<file path="src/rtl/ahb_pkg.sv">
`timescale 1ns/1ps
`default_nettype none
// ============================================================================
// Module      : ahb_pkg
// Description : Shared AHB-Lite encodings (HTRANS, HSIZE, HRESP) and the
//               slave data-phase state type.
// Revision    : 1.0 - initial release
// ============================================================================
package ahb_pkg;

   localparam logic [1:0] HTRANS_IDLE   = 2'b00;
   localparam logic [1:0] HTRANS_BUSY   = 2'b01;
   localparam logic [1:0] HTRANS_NONSEQ = 2'b10;
   localparam logic [1:0] HTRANS_SEQ    = 2'b11;

   localparam logic [2:0] HSIZE_BYTE = 3'b000;
   localparam logic [2:0] HSIZE_HALF = 3'b001;
   localparam logic [2:0] HSIZE_WORD = 3'b010;

   localparam logic [1:0] HRESP_OKAY  = 2'b00;
   localparam logic [1:0] HRESP_ERROR = 2'b01;

   // IDLE: no data phase, DATA: legal data phase, ERR1/ERR2: two-cycle ERROR
   typedef enum logic [1:0] {
      ST_IDLE = 2'd0,
      ST_DATA = 2'd1,
      ST_ERR1 = 2'd2,
      ST_ERR2 = 2'd3
   } ahb_state_e;

endpackage
`default_nettype wire

</file>
<file path="src/rtl/ahb_lane_mask.sv">
`timescale 1ns/1ps
`default_nettype none
// ============================================================================
// Module      : ahb_lane_mask
// Description : Converts an AHB transfer size and byte offset into a
//               little-endian 4-bit byte-lane enable. Sizes above a word
//               produce an empty mask.
// Revision    : 1.0 - initial release
// ============================================================================
module ahb_lane_mask
   import ahb_pkg::*;
(
   input  logic [2:0] hsize,
   input  logic [1:0] offset,
   output logic [3:0] byte_en
);

   // Byte: single lane at the offset; half: low or high pair; word: all lanes
   always_comb begin
      byte_en = 4'b0000;
      case (hsize)
         HSIZE_BYTE: byte_en = 4'b0001 << offset;
         HSIZE_HALF: byte_en = offset[1] ? 4'b1100 : 4'b0011;
         HSIZE_WORD: byte_en = 4'b1111;
         default:    byte_en = 4'b0000;
      endcase
   end

endmodule
`default_nettype wire

</file>
<file path="src/rtl/ahb_regbank.sv">
`timescale 1ns/1ps
`default_nettype none
// ============================================================================
// Module      : ahb_regbank
// Description : AHB-Lite slave register bank with NUM_REGS 32-bit registers,
//               read-only status slots, byte-lane writes, two-cycle ERROR
//               response and per-register write strobes.
// Revision    : 1.0 - initial release
// ============================================================================
module ahb_regbank
   import ahb_pkg::*;
#(
   parameter int                  NUM_REGS = 8,
   parameter logic [NUM_REGS-1:0] RO_MASK  = '0,
   parameter logic [31:0]         RST_VAL  = 32'h0000_0000
) (
   input  logic                     hclk,
   input  logic                     hresetn,
   input  logic                     hsel,
   input  logic [31:0]              haddr,
   input  logic [1:0]               htrans,
   input  logic                     hwrite,
   input  logic [2:0]               hsize,
   input  logic [2:0]               hburst,
   input  logic [31:0]              hwdata,
   input  logic                     hready_in,
   output logic                     hready,
   output logic [31:0]              hrdata,
   output logic [1:0]               hresp,
   output logic [NUM_REGS*32-1:0]   reg_out,
   input  logic [NUM_REGS*32-1:0]   sts_in,
   output logic [NUM_REGS-1:0]      wr_pulse
);

   localparam int AW = $clog2(NUM_REGS);

   ahb_state_e          state_q, state_d;
   logic [AW-1:0]       idx_q, idx_d;
   logic [1:0]          off_q, off_d;
   logic [2:0]          size_q, size_d;
   logic                write_q, write_d;
   logic [NUM_REGS-1:0] wr_pulse_q, wr_pulse_d;

   logic          accept;
   logic          illegal;
   logic          commit;
   logic [AW-1:0] idx_a;
   logic [3:0]    byte_en;
   logic [31:0]   rd_word;
   logic          unused_bits;

   // Bursts are handled beat-by-beat and only the 4 KB window is decoded
   assign unused_bits = ^{hburst, haddr[31:12]};

   assign accept = hsel & hready_in & htrans[1];
   assign idx_a  = haddr[AW+1:2];
   assign commit = (state_q == ST_DATA) && write_q;

   // Classify the address phase: bad size, misalignment, hole in window, RO write
   always_comb begin
      illegal = 1'b0;
      if (hsize > HSIZE_WORD)                             illegal = 1'b1;
      if ((hsize == HSIZE_HALF) && haddr[0])              illegal = 1'b1;
      if ((hsize == HSIZE_WORD) && (haddr[1:0] != 2'b00)) illegal = 1'b1;
      if (haddr[11:AW+2] != '0)                           illegal = 1'b1;
      if (hwrite && RO_MASK[idx_a])                       illegal = 1'b1;
   end

   // Next-state and address-phase capture; ERR1 never accepts (hready_in is low)
   always_comb begin
      state_d    = ST_IDLE;
      idx_d      = idx_q;
      off_d      = off_q;
      size_d     = size_q;
      write_d    = write_q;
      wr_pulse_d = '0;
      if (state_q == ST_ERR1) begin
         state_d = ST_ERR2;
      end else if (accept) begin
         state_d = illegal ? ST_ERR1 : ST_DATA;
         idx_d   = idx_a;
         off_d   = haddr[1:0];
         size_d  = hsize;
         write_d = hwrite;
      end
      for (int i = 0; i < NUM_REGS; i++) begin
         wr_pulse_d[i] = commit && (idx_q == i[AW-1:0]);
      end
   end

   // Control state register
   always_ff @(posedge hclk or negedge hresetn) begin
      if (!hresetn) begin
         state_q    <= ST_IDLE;
         idx_q      <= '0;
         off_q      <= 2'b00;
         size_q     <= 3'b000;
         write_q    <= 1'b0;
         wr_pulse_q <= '0;
      end else begin
         state_q    <= state_d;
         idx_q      <= idx_d;
         off_q      <= off_d;
         size_q     <= size_d;
         write_q    <= write_d;
         wr_pulse_q <= wr_pulse_d;
      end
   end

   ahb_lane_mask u_lane_mask (
      .hsize   (size_q),
      .offset  (off_q),
      .byte_en (byte_en)
   );

   generate
      for (genvar gi = 0; gi < NUM_REGS; gi++) begin : g_reg
         if (RO_MASK[gi]) begin : g_ro
            assign reg_out[gi*32 +: 32] = 32'h0000_0000;
         end else begin : g_rw
            logic [31:0] reg_q, reg_d;

            // Merge the selected byte lanes of hwdata at the end of the data phase
            always_comb begin
               reg_d = reg_q;
               if (commit && (idx_q == gi[AW-1:0])) begin
                  for (int b = 0; b < 4; b++) begin
                     if (byte_en[b]) reg_d[8*b +: 8] = hwdata[8*b +: 8];
                  end
               end
            end

            // Register storage
            always_ff @(posedge hclk or negedge hresetn) begin
               if (!hresetn) reg_q <= RST_VAL;
               else          reg_q <= reg_d;
            end

            assign reg_out[gi*32 +: 32] = reg_q;
         end
      end
   endgenerate

   assign rd_word  = RO_MASK[idx_q] ? sts_in[{idx_q, 5'b00000} +: 32]
                                    : reg_out[{idx_q, 5'b00000} +: 32];
   assign hrdata   = ((state_q == ST_DATA) && !write_q) ? rd_word : 32'h0000_0000;
   assign hready   = (state_q != ST_ERR1);
   assign hresp    = ((state_q == ST_ERR1) || (state_q == ST_ERR2)) ? HRESP_ERROR : HRESP_OKAY;
   assign wr_pulse = wr_pulse_q;

endmodule
`default_nettype wire
</file>
<file path="config.mk">
export PLATFORM = sky130hd
export DESIGN_NAME = ahb_regbank
export DESIGN_NICKNAME = d
export VERILOG_FILES = /design/src/rtl/ahb_pkg.sv /design/src/rtl/ahb_lane_mask.sv /design/src/rtl/ahb_regbank.sv
export SDC_FILE = /design/constraint.sdc
export NUM_CORES = 1
export LEC_CHECK = 0
export ABC_AREA = 1
export CORE_AREA = 2 2 243 245
export DETAILED_ROUTE_END_ITERATION = 10
export DIE_AREA = 0 0 245 247
export SYNTH_ARGS = -nofsm -noshare
export SYNTH_HDL_FRONTEND = slang
export SYNTH_HIERARCHICAL = 1
export SYNTH_SLANG_ARGS = --single-unit
</file>
<file path="constraint.sdc">
create_clock -name hclk -period 3 [get_ports hclk]
set_input_delay 0.3 -clock hclk [delete_from_list [all_inputs] [get_ports hclk]]
set_output_delay 0.3 -clock hclk [all_outputs]
set_load 0.01 [all_outputs]
</file>
==> results.md <==
* Post-synthesis mux area share at 0%
* Final Net Count at 2525
* Synth top area share at 50.9%
* Pin count of the biggest net entering global routing at 94
* Hpwl dp at 42.7 mm
* # setup viols final at 0
* Pwr Density at 1080 nW/µm²
* Htree depth at 2
* Max-cap violation count at 0
* Internal power at 11.9 mW
* Final cell utilization of the core at 33.4%
* Top-count cell post-synth: nand2_1
* Min Tclk post-route at 2.89 ns
* Startpoint types: register
* Synth area leader: dfrtp_1
* Yosys cell types at 19
* WS Path Type: reg -> out
* Pleak at 9.09 nW
* Synth Area in XOR/XNOR at 0%
* Critical Path Most Common Cell: nor2_1
* Syn_nets at 2205
* Area share of fa/ha/maj cells after synthesis at 0%
* First-pass GRT wire length at 90.3 mm
* Worst Setup End Kind: output port
* Die height at 247 µm
* Synth-to-Final Area Change at 43.7%
* I/O pin total at 632
* Reg2reg start: idx_q[1]
* Part of the power in the clock network at 21.2%
* Synth warn at 6
* DIE AREA at 60500 µm²
* Die X at 245 µm
* GRT overflow at 0
* Unrepaired setup endpoints after global routing: true
* CP Launch Point: idx_q[0]
* Cell area after layout at 19400 µm²
* Main synth FF type: dfrtp_1
* Avg Cell Area, Syn at 7.22 µm²
* Fraction of layout cells with a size suffix above 1 at 6.86%
* Fmax at 0.347 GHz
* DRT iter0 DRCs at 1420
* Sw Pwr at 8.97 mW
* Hold Crit Class: in -> reg
* Status: completed
* Clk_skew at 0.0241 ns
* Switching share of power at 42.9%
* Final Max Slew Viols at 0
* Root buf cell: clkbuf_16
* Post-placement cell count at 2923
* Routability cong. at 0.877
* Std cell rows at 89
* Logic gate share of total power at 48.9%
* Cell Chain, Critical Path: buf_12 > nor2_4 > buf_8 > nand2_1 > nand3_1 > nor2_1 > nor2_1 > clkdlybuf4s50_1
* # diodes at 0
* Via Count at 14.2k
* Placement-stage cell area at 18000 µm²
* Vias in the first global route at 13.7k
* Drt wl/cell at 20.5 µm
* CTS tree: built
* DRT Wirelength at 61.4 mm
* Final Non-Filler Cells at 2988
* Fin crit share at 96.2%
* Slowest cell on the critical path: clkdlybuf4s50_1
* DR vias/cell at 4.76
* Slew margin rel. at 45.3%
* Post-Synthesis Cell Area at 13500 µm²
* Cell count after synthesis at 1872
* Asr flop ratio synth at 100%
* Clk sinks at 275
* Core area at 58200 µm²
* Largest family of logic cells by synthesized area: simple AND/OR/NAND/NOR gates
* Commonest cells post-synth: nand2_1 (1014), nand3_1 (334), dfrtp_1 (275), clkbuf_1 (87), nor2_1 (79)
* Synth Area in Simple Gates at 43.9%
* CTS clk-pin slew, worst paths at 0.06 ns
* Port bufs at 350
* CTS Buf Count at 34
* Register bit total from synthesis at 275
* 1st-pass router iterations at 6
* GRT Overall Usage at 19.9%
* Clock Latency Late Sink at 0.54 ns
* Synth Area in Compound Gates at 0.296%
* Seq/Total Area, Yosys at 50.9%
* Post-synth EDFFs at 0
* Hold wc startpoint: hsize[1]
* Worst-Margin Slew at 0.820 ns
* Initial antenna violation count at 1
* Register share of total power at 29.9%
* Count of final hold-check violations at 0
* Maximum clock path buffer count at 3
* Peak VDD IR at 0.482 mV
* Initial core utilization at 23.2%
* Slowest stage delay, CP at 0.58 ns
* Data arrival, critical path at 2.59 ns
* Top post-synthesis cells by area: dfrtp_1 (51%), nand2_1 (28%), nand3_1 (12%)
* Crit path max fanout at 20
* CP required at 2.70 ns
* Antenna viol nets, final at 0
* DRC at 0
==> power groups by stage <==
stage	Sequential [mW]	Clock [mW]	Combinational (mW)
floorplan	6.40	0	4.41
finish	6.26	4.43	10.2
detailed placement	6.28	0	9.96
CTS	6.24	4.52	10.2
global route	6.42	4.68	11.2
global placement	6.25	0	9.89
==> critical path: cells and delay by family, from the launching register on <==
family | cells | cell delay [ns]
buffers and inverters | 3 | 0.97
DFF | 1 | 0.47
and+or+nand+nor | 5 | 0.58
==> cell type report <==
type                            count  area [µm²]
Inverter                           14        57.6
Clock inverter                      7         139
Multi-Input combinational cell   1449        6040
Timing Repair Buffer              418        4280
Tap cell                          773         967
Clock buffer                       52        1060
Sequential cell                   275        6890
Fill cell                        6034       38800
==> sequential cells by signal (all words and copies together) (netlist names) <==
name          count
wr_pulse          8
size_q            3
off_q             2
state_q           2
idx_q             3
write_q           1
g.g_rw.reg_q    256
==> per-layer routing <==
layer	part of all wire [%]	global-route usage [%]	vias up
met1	42	26.2	6860
li1	-	-	6536
met4	3.3	6.85	0
met3	8.4	4.30	117
met5	0	0	-
met2	47	32.3	707
==> layout by cell type, fill, tap and decap left out, types with 4 or more instances in the layout <==
master	Yosys	routed
nand2_1	1014	1013
clkdlybuf4s50_1	0	347
nand3_1	334	330
dfrtp_1	275	272
nor2_1	79	74
buf_4	25	45
clkbuf_16	0	36
buf_12	0	15
clkbuf_8	0	12
inv_1	11	9
nor3_4	8	8
o21ai_0	5	5
nand3_2	1	5
clkbuf_1	87	5
bufinv_16	0	4
==> what timing repair did <==
action | in CTS | in global routing
hold buffers | 1 | 0
cloned | 1 | 1
setup endpoints to repair | 13 | 27
hold endpoints to repair | 84 | 0
gates resized for setup | 9 | 16
buffers inserted | 3 | 1
pin swaps | 1 | 0
==> metrics by stage <==
stage | setup WS (ns) | TNS, ns | hold WS [ns] | power (mW)
CTS | 0.0166 | 0 | 0.318 | 21.0
finish | 0.114 | 0 | 0.349 | 20.9
floorplan | 1.27 | 0 | 0.00441 | 10.8
global route | -0.00270 | -0.00270 | 0.345 | 22.3
detailed placement | 0.378 | 0 | 0.419 | 16.2
global placement | 0.394 | 0 | 0.414 | 16.1
==> path summary, 6_finish.rpt <==
kind / to / cells after the start / slack (ns)
setup / recovery: hrdata[14] / 8 / 0.11
hold reg to reg: g_reg[3].g_rw.reg_q[28] / 2 / 0.50
hold / removal: size_q[1] / 3 / 0.35
setup reg to reg: g_reg[4].g_rw.reg_q[24] / 8 / 0.50
min in group asynchronous: wr_pulse[6] / 2 / 0.40
max in group asynchronous: g_reg[5].g_rw.reg_q[25] / 3 / 1.70
==> cells by family after synthesis <==
logic type             Yosys count
AND/OR/NAND/NOR               1440
other                            1
buffers and inverters          148
flip-flops                     275
AO/OA/AOI/OAI                    8
Power figures use the tool's default switching activity.
